File: config.mk
export PLATFORM = sky130hd
export DESIGN_NAME = note_player
export DESIGN_NICKNAME = d
export VERILOG_FILES = /design/src/rtl/note_player.sv
export SDC_FILE = /design/constraint.sdc
export NUM_CORES = 1
export LEC_CHECK = 0
export CAP_MARGIN = 25
export CORE_MARGIN = 4
export CORE_UTILIZATION = 51
export CTS_CLUSTER_DIAMETER = 30
export DETAILED_ROUTE_END_ITERATION = 8
export PLACE_DENSITY = 0.82
export SYNTH_ARGS = -nofsm -noshare
export SYNTH_HDL_FRONTEND = slang
export SYNTH_SLANG_ARGS = --single-unit
File: constraint.sdc
create_clock -name clk -period 3 [get_ports clk]
set_input_delay 0.45 -clock clk [delete_from_list [all_inputs] [get_ports clk]]
set_output_delay 0.45 -clock clk [all_outputs]
set_load 0.02 [all_outputs]
File: src/rtl/note_player.sv
// rtl/note_player.sv - note RAM playback sequencer with pitch decode and square-wave tone generator
// Reads one note word per tempo tick, shows it on note_out and drives tone_out at its pitch.
module note_player #(
  parameter int ADDR_W = 6,
  parameter int RD_LAT = 2,
  parameter int CLK_HZ = 50000000
) (
  input  logic              clk,
  input  logic              reset,
  input  logic              start,
  input  logic              stop,
  input  logic [ADDR_W:0]   length,
  input  logic              note_tick,
  output logic [ADDR_W-1:0] rd_addr,
  input  logic [31:0]       rd_data,
  output logic [31:0]       note_out,
  output logic              tone_out,
  output logic              busy,
  output logic              done
);

  typedef enum logic [1:0] {IDLE, FETCH, LOAD, PLAY} state_t;

  localparam int FETCH_CYC = (RD_LAT > 1) ? RD_LAT - 1 : 1;
  localparam int FC_W      = $clog2(FETCH_CYC + 1);

  state_t          state, state_nxt;
  logic [FC_W-1:0] fetch_cnt;
  logic            fetch_done;
  logic [ADDR_W:0] len_q;
  logic [18:0]     tone_cnt, hp_m1;
  logic            rest;
  logic            accept, zero_start, finish, advance, last;
  logic [4:0]      dec_idx;
  logic            dec_rest;
  logic [18:0]     dec_hp;

  // Table entries are half-periods at 50 MHz; rescaled (rounded) for other clock rates.
  function automatic logic [18:0] scale_hp(input longint hp50);
    return 19'((hp50 * longint'(CLK_HZ) + 64'sd25000000) / 64'sd50000000);
  endfunction

  // Table offset of each open string relative to MIDI 40 (E2 A2 D3 G3 B3 E4).
  function automatic logic [4:0] open_off(input int s);
    case (s)
      0:       return 5'd0;
      1:       return 5'd5;
      2:       return 5'd10;
      3:       return 5'd15;
      4:       return 5'd19;
      default: return 5'd24;
    endcase
  endfunction

  always_comb begin
    dec_idx = '0;
    for (int i = 29; i >= 0; i--)
      if (rd_data[i]) dec_idx = open_off(i % 6) + 5'(i / 6);
  end

  assign dec_rest = (rd_data[29:0] == 30'd0);

  always_comb begin
    case (dec_idx)
      5'd0:    dec_hp = scale_hp(303373);
      5'd1:    dec_hp = scale_hp(286346);
      5'd2:    dec_hp = scale_hp(270274);
      5'd3:    dec_hp = scale_hp(255105);
      5'd4:    dec_hp = scale_hp(240787);
      5'd5:    dec_hp = scale_hp(227273);
      5'd6:    dec_hp = scale_hp(214517);
      5'd7:    dec_hp = scale_hp(202477);
      5'd8:    dec_hp = scale_hp(191113);
      5'd9:    dec_hp = scale_hp(180386);
      5'd10:   dec_hp = scale_hp(170262);
      5'd11:   dec_hp = scale_hp(160706);
      5'd12:   dec_hp = scale_hp(151686);
      5'd13:   dec_hp = scale_hp(143173);
      5'd14:   dec_hp = scale_hp(135137);
      5'd15:   dec_hp = scale_hp(127553);
      5'd16:   dec_hp = scale_hp(120394);
      5'd17:   dec_hp = scale_hp(113636);
      5'd18:   dec_hp = scale_hp(107258);
      5'd19:   dec_hp = scale_hp(101238);
      5'd20:   dec_hp = scale_hp(95556);
      5'd21:   dec_hp = scale_hp(90193);
      5'd22:   dec_hp = scale_hp(85131);
      5'd23:   dec_hp = scale_hp(80353);
      5'd24:   dec_hp = scale_hp(75843);
      5'd25:   dec_hp = scale_hp(71586);
      5'd26:   dec_hp = scale_hp(67569);
      5'd27:   dec_hp = scale_hp(63776);
      default: dec_hp = scale_hp(60197);
    endcase
  end

  assign busy       = (state != IDLE);
  assign fetch_done = (fetch_cnt == FC_W'(FETCH_CYC - 1));
  assign last       = ({1'b0, rd_addr} == len_q - (ADDR_W+1)'(1));

  always_comb begin
    state_nxt  = state;
    accept     = 1'b0;
    zero_start = 1'b0;
    finish     = 1'b0;
    advance    = 1'b0;
    case (state)
      IDLE: begin
        if (start) begin
          if (length != '0) begin
            state_nxt = FETCH;
            accept    = 1'b1;
          end else begin
            zero_start = 1'b1;
          end
        end
      end
      FETCH: if (fetch_done) state_nxt = LOAD;
      LOAD:  state_nxt = PLAY;
      PLAY: begin
        if (note_tick) begin
          if (last) begin
            state_nxt = IDLE;
            finish    = 1'b1;
          end else begin
            state_nxt = FETCH;
            advance   = 1'b1;
          end
        end
      end
      default: state_nxt = IDLE;
    endcase
    // stop outranks a coincident tick and never produces done
    if (stop && state != IDLE) begin
      state_nxt = IDLE;
      finish    = 1'b0;
      advance   = 1'b0;
    end
  end

  always_ff @(posedge clk or posedge reset) begin
    if (reset) state <= IDLE;
    else       state <= state_nxt;
  end

  always_ff @(posedge clk or posedge reset) begin
    if (reset) begin
      fetch_cnt <= '0;
      len_q     <= '0;
      rd_addr   <= '0;
      note_out  <= '0;
      tone_out  <= 1'b0;
      tone_cnt  <= '0;
      hp_m1     <= '0;
      rest      <= 1'b1;
      done      <= 1'b0;
    end else begin
      done <= zero_start | finish;
      if (state == FETCH) fetch_cnt <= fetch_cnt + FC_W'(1);
      else                fetch_cnt <= '0;
      if (accept) begin
        rd_addr <= '0;
        len_q   <= length;
      end else if (advance) begin
        rd_addr <= rd_addr + ADDR_W'(1);
      end
      if (state != IDLE && state_nxt == IDLE) begin
        note_out <= '0;
        tone_out <= 1'b0;
        tone_cnt <= '0;
        rest     <= 1'b1;
      end else if (state == LOAD) begin
        note_out <= rd_data;
        tone_out <= 1'b0;
        hp_m1    <= dec_hp - 19'd1;
        tone_cnt <= dec_hp - 19'd1;
        rest     <= dec_rest;
      end else if (state != IDLE && !rest) begin
        if (tone_cnt == '0) begin
          tone_out <= ~tone_out;
          tone_cnt <= hp_m1;
        end else begin
          tone_cnt <= tone_cnt - 19'd1;
        end
      end
    end
  end

endmodule
==> results_dict.tcl, run 1 <==
set metrics [dict create \
    outcome "finished, violations left" \
    violations "setup timing" \
    stdcell_count 1235 \
    cts_max_level 3 \
    slowest_delay_ns 0.34 \
    drv_slew 0 \
    cp.arrival_ns 3.83 \
    yosysTopAreaCellShare 0.347 \
    fin_crit_sh 1.19 \
    layout-drive-gt1-share 0.419 \
    via_per_inst 6.70 \
    setup_viol 33 \
    relSlewSlack 0.488 \
    syn_inst 785 \
    drtPass1Iterations 7 \
    fmax_ghz 0.281 \
    grt_pass1_wl_mm 41.1 \
    area_growth_pct 64.6 \
    drt_iter0_drc 1294 \
    cp_max_fo 6 \
    std_cell_rows 40 \
    numCtsBuffers 9 \
    hold_ws_ns 0.376 \
    hpwl_mm 16.6 \
    worstMarginPinSlew_ns 0.769 \
    synth_nets 840 \
    slowest_stage "a211oi_4" \
    die-area_um2 14300 \
    final_hold_viol_count 0 \
    gp_congestion 0.974 \
    grt_usage 0.356 \
    final_area_um2 10400 \
    synth-edff-count 0 \
    dpl.cell_count 1166 \
    critPathTopFamily "compound AO/OA/AOI/OAI gates" \
    antenna_found_initial 0 \
    cts.path.max_buffers 2 \
    clk_pin_slew_ns 0.07 \
    total_power_mw 6.91 \
    yosys.area.top_type "dfrtp_1" \
    skew_ns 0.0143 \
    port_buffers 84 \
    syn_area_um2 6340 \
    dpl-instance-area_um2 8780 \
    timing.final.ws_setup_ns -0.562 \
    synthTopCellsByArea "dfrtp_1, nand2_1, a21oi_1" \
    p_leak_nw 4.29 \
    synth_xor_area_frac 0.0442 \
    ys_seq_area_frac 0.351 \
    hold_path.class "in2reg" \
    cts_tree "yes" \
    layout_min_cycle_time_ns 3.56 \
    die_x_um 120 \
    synth_ff_type "dfrtp_1" \
    core_region_area_um2 12100 \
    yosys.area_share.simple 0.243 \
    powerDensity_nw_per_um2 662 \
    synth_top_family_by_area "compound AO/OA/AOI/OAI gates" \
    maxCapViolCount 0 \
    num_vias 8279 \
    ys_types 84 \
    drc 0 \
    start_util 0.524 \
    cp-start-kind "primary input" \
    synth-async-reset-ratio 1.00 \
    globalRouteOverflowTotal 0 \
    crit_path_frequent_cell "buf_4" \
    final_cell_mix "buf_4, nand2_1, dfrtp_1, a21oi_1, clkdlybuf4s50_1" \
    synth.mux.area_fraction 0.0219 \
    grt_pass1_vias 7843 \
    ir_worst_vdd_mv 0.554 \
    crit_buf_inv 5 \
    fill_cells 595 \
    routedWlPerCell_um 22.9 \
    nNetsFinal 1117 \
    ys_ff_latch 89 \
    rsz0062_at_grt "true" \
    yosys_warnings 0 \
    crit_required_ns 3.27 \
    postRouteAntennaNets 0 \
    pre_cts_ws_ns -1.38 \
    clockRootBuffer "clkbuf_16" \
    dieHeight_um 120 \
    path_cells "buf_8 -> buf_6 -> buf_4 -> nor4_2 -> o211ai_1 -> o211ai_1 -> nand2_4 -> buf_4 -> a211o_1 -> a211oi_4 -> o211ai_2 -> nor4b_4 -> buf_4 -> nand4_1 -> xor2_2 -> a221oi_2" \
    crit_path_end_kind "flip-flop" \
    io_pins 85 \
    yosys.area_share.adder 0.0217 \
    final_core_util 0.862 \
    grt_max_degree 65 \
    syn_area_per_cell_um2 8.08 \
    synth_compound_gate_area_share 0.266 \
    antenna-diode-count 0 \
    clkLatencyLatePin_ns 0.37 \
    clock_sink_count 89 \
    drt_wl_total_mm 28.2 \
    setup-tns-final_ns -13.20 \
    mostFrequentLayoutCell "buf_4" \
    critPathKind "in2reg" \
]
[Yosys cell counts (all sizes together), types with 7 or more instances]
cell type  number
nand2         127
dfrtp          88
a21oi          72
nor2           62
o21ai          47
clkbuf         35
nor3           31
inv            23
nor4           18
a211oi         17
buf            17
nand3          17
xnor2          16
xor2           16
o211ai         13
or2            13
or3            12
a31oi          11
ha             11
a211o           9
o22ai           9
nand2b          8
or4             8
a221oi          7
mux2            7
[metal layers]
| layer | vias up | share of wire | global-route usage |
|---|---|---|---|
| li1 | 3417 | - | - |
| met1 | 3920 | 0.36 | 0.449 |
| met2 | 735 | 0.47 | 0.598 |
| met3 | 207 | 0.092 | 0.0570 |
| met4 | 0 | 0.071 | 0.169 |
| met5 | - | 0 | 0 |
[cells by family (layout without fill, tap and decap cells)]
family | count (synthesis) | after routing
mux | 13 | 13
xor+xnor | 32 | 32
buf+inv | 75 | 357
compound gates | 247 | 247
flops | 89 | 89
fa+ha+maj | 11 | 11
simple gates | 318 | 318
[path summary, 6_finish.rpt]
kind	startpoint	to	slack [ns]	cells past startpoint
setup / recovery	rd_data[23]	tone_cnt[15]$_DFFE_PP0P_	-0.56	16
hold / removal	rd_data[23]	note_out[23]$_DFFE_PP0P_	0.38	3
setup reg to reg	tone_cnt[11]$_DFFE_PP0P_	tone_cnt[4]$_DFFE_PP0P_	-0.06	10
hold reg to reg	fetch_cnt$_DFF_PP0_	fetch_cnt$_DFF_PP0_	0.49	1
max in group asynchronous	reset	note_out[10]$_DFFE_PP0P_	1.74	3
min in group asynchronous	reset	note_out[25]$_DFFE_PP0P_	0.51	2
[sequential cells by signal (all words and copies together), names as in the netlist]
register	flops
hp_m1	19
fetch_cnt	1
len_q	7
note_out	32
done	1
rd_addr	6
tone_cnt	19
rest	1
state	2
tone_out	1
[area by class of cell]
| type | count | area, um2 | share of cell area |
|---|---|---|---|
| clock buffers | 9 | 225 | 0.0216 |
| clock inverters | 7 | 70.1 | 0.00671 |
| inverters | 23 | 92.6 | 0.00887 |
| multi-input cells | 621 | 4890 | 0.468 |
| flip-flops and latches | 89 | 2230 | 0.213 |
| well taps | 168 | 210 | 0.0201 |
| repair buffers | 318 | 2730 | 0.261 |
[power breakdown]
| part | leakage, nW | internal [mW] | switching [mW] | total (mW) |
|---|---|---|---|---|
| combinational | 2.98 | 1.58 | 2.07 | 3.65 |
| clock | 0.143 | 0.589 | 0.568 | 1.16 |
| sequential | 1.16 | 1.66 | 0.439 | 2.10 |
[timing repair]
action / 4_1_cts / 5_1_grt
buffers inserted: 29 / 27
setup endpoints to repair: 36 / 67
hold buffers: 0 / 0
pin swaps: 61 / 71
gates resized for setup: 182 / 134
[worst register-to-register path: cells and delay by family, from the launching register on]
family | cells | cell delay, ns
AO/OA/AOI/OAI | 3 | 0.58
buffers and inverters | 1 | 0.25
AND/OR/NAND/NOR | 6 | 1.65
flip-flops | 1 | 0.45
No activity file was read; power rests on OpenSTA's default activity.
==> inputs of run 2 (changes only) <==
CORE_UTILIZATION = 32   (was 51)
PLACE_DENSITY = 0.57   (was 0.82)
==> run 2 against run 1 <==
  * The run still ends with setup timing left
  * First-iteration DRC count down 59%
  * Sequential share of layout area up 0.34 points
  * Combinational power down 6.0%
  * Worst setup slack better by 0.085 ns
  * Critical path depth up 1
  * Clock skew down 0.0047 ns
  * Maximum frequency up 2.4%
  * Utilization down 33 points
  * Largest cell class unchanged
  * Global-route usage down 15 points
  * Final area down 1.5%
  * Worst hold slack better by 0.0016 ns
  * Critical path type unchanged
  * Flip-flop and latch count unchanged
==> results_dict.tcl, run 2 (same netlist as run 1, synthesis figures left out) <==
set metrics [dict create \
    critPathKind "in2reg" \
    routedWlPerCell_um 17.1 \
    postRouteAntennaNets 0 \
    start_util 0.326 \
    layout-drive-gt1-share 0.400 \
    relSlewSlack 0.515 \
    worstMarginPinSlew_ns 0.728 \
    die_x_um 149 \
    grt_pass1_wl_mm 36.9 \
    cp_max_fo 5 \
    final_core_util 0.528 \
    drt_iter0_drc 536 \
    worstRegToRegCells 9 \
    drc 0 \
    clk_pin_slew_ns 0.07 \
    hpwl_mm 16.3 \
    drtPass1Iterations 5 \
    crit_required_ns 3.25 \
    globalRouteOverflowTotal 0 \
    core_region_area_um2 19500 \
    cts_max_level 3 \
    pre_cts_ws_ns -1.36 \
    via_per_inst 5.26 \
    port_buffers 84 \
    hold_depth 3 \
    outcome "finished, violations left" \
    fmax_ghz 0.288 \
    grt_max_degree 65 \
    cts.path.max_buffers 2 \
    fin_crit_sh 1.16 \
    clockRootBuffer "clkbuf_16" \
    rsz0062_at_grt "true" \
    layout_min_cycle_time_ns 3.48 \
    hold_path.class "in2reg" \
    setup_viol 33 \
    die-area_um2 22100 \
    numCtsBuffers 9 \
    final_hold_viol_count 0 \
    p_leak_nw 4.22 \
    area_growth_pct 62.1 \
    io_pins 85 \
    r2r_start "len_q[2]$_DFFE_PP0P_" \
    dieHeight_um 149 \
    nNetsFinal 1117 \
    mostFrequentLayoutCell "buf_4" \
    drt_wl_total_mm 22.7 \
    grt_usage 0.204 \
    timing.final.ws_setup_ns -0.477 \
    worstReg2RegEnd "tone_cnt[7]$_DFFE_PP0P_" \
    hold_buffers 0 \
    violations "setup timing" \
    grt_pass1_vias 7015 \
    drv_slew 0 \
    antenna_found_initial 0 \
    dpl.cell_count 1284 \
    crit_path_end_kind "flip-flop" \
    max_flop_register "note_out" \
    maxCapViolCount 0 \
    cp-start-kind "primary input" \
    gp_congestion 0.931 \
    hold_end "note_out[10]$_DFFE_PP0P_" \
    ir_worst_vdd_mv 0.318 \
    worstHoldStart "rd_data[10]" \
    powerDensity_nw_per_um2 644 \
    total_power_mw 6.62 \
    top_regs "note_out: 32 flops, hp_m1: 19 flops, tone_cnt: 19 flops" \
    final_cell_mix "buf_4, nand2_1, dfrtp_1, a21oi_1, clkdlybuf4s50_1" \
    rrSetupSlack_ns 0.19 \
    clkLatencyLatePin_ns 0.35 \
    std_cell_rows 51 \
    largest_register_ffs 32 \
    skew_ns 0.00965 \
    cts_tree "yes" \
    antenna-diode-count 0 \
    cp.arrival_ns 3.73 \
    num_vias 7005 \
    stdcell_count 1332 \
    clock_sink_count 89 \
]
-- run 2: cell type report --
class	count	area, um2
Fill cell	1820	9180
Multi-Input combinational cell	622	4680
Timing Repair Buffer	317	2630
Sequential cell	89	2230
Tap cell	265	332
Clock buffer	10	239
Inverter	23	91.3
Clock inverter	6	75.1
-- run 2: repair_timing --
item	4_1_cts	5_1_grt
endpoints found under the setup margin	36	68
resized for setup	210	36
pin swaps	63	17
gates cloned	1	0
hold endpoints to repair	0	0
setup buffers	26	8
-- run 2: layer usage --
layer  part of all wire  track usage
met1               0.46        0.284
met2               0.48        0.330
met3              0.041       0.0346
met4              0.022       0.0545
met5                  0            0
-- run 2: through the flow --
stage          setup TNS [ns]  cell area [um2]  hold slack, ns
5_1_grt                -16.33            10300           0.388
4_1_cts                 -8.61            10100           0.376
3_5_place_dp           -42.87             9030           0.435
2_1_floorplan          -11.57             6580           0.419
3_3_place_gp           -42.10             9030           0.435
6_report               -11.26            10300           0.377
-- run 2: worst max-delay path, cell delays in order --
cell and delay, ns:
clkdlybuf4s15_1 0.20, buf_6 0.14, nor3_2 0.24, nand2b_1 0.10
buf_4 0.14, nor4_1 0.39, buf_4 0.22, o21a_2 0.23
buf_4 0.13, nand3_1 0.08, o221ai_2 0.09, o211ai_2 0.14
nor4b_4 0.35, buf_4 0.19, nand4_1 0.15, xor2_1 0.22
a221oi_2 0.25
-- run 2: worst max-delay path by stage --
stage	startpoint	to	depth (start not counted)
after floorplan	rd_data[26]	tone_cnt[16]$_DFFE_PP0P_	18
after global placement	rd_data[11]	tone_cnt[13]$_DFFE_PP0P_	15
after detailed placement	rd_data[11]	tone_cnt[13]$_DFFE_PP0P_	15
after CTS	rd_data[20]	tone_cnt[16]$_DFFE_PP0P_	16
after global routing	rd_data[18]	tone_cnt[15]$_DFFE_PP0P_	17
final	rd_data[18]	tone_cnt[15]$_DFFE_PP0P_	17
-- run 2: power breakdown --
group          leakage [nW]  internal [mW]  switching [mW]
combinational          2.90           1.58            1.84
clock                 0.156          0.682           0.511
sequential             1.16           1.66           0.337
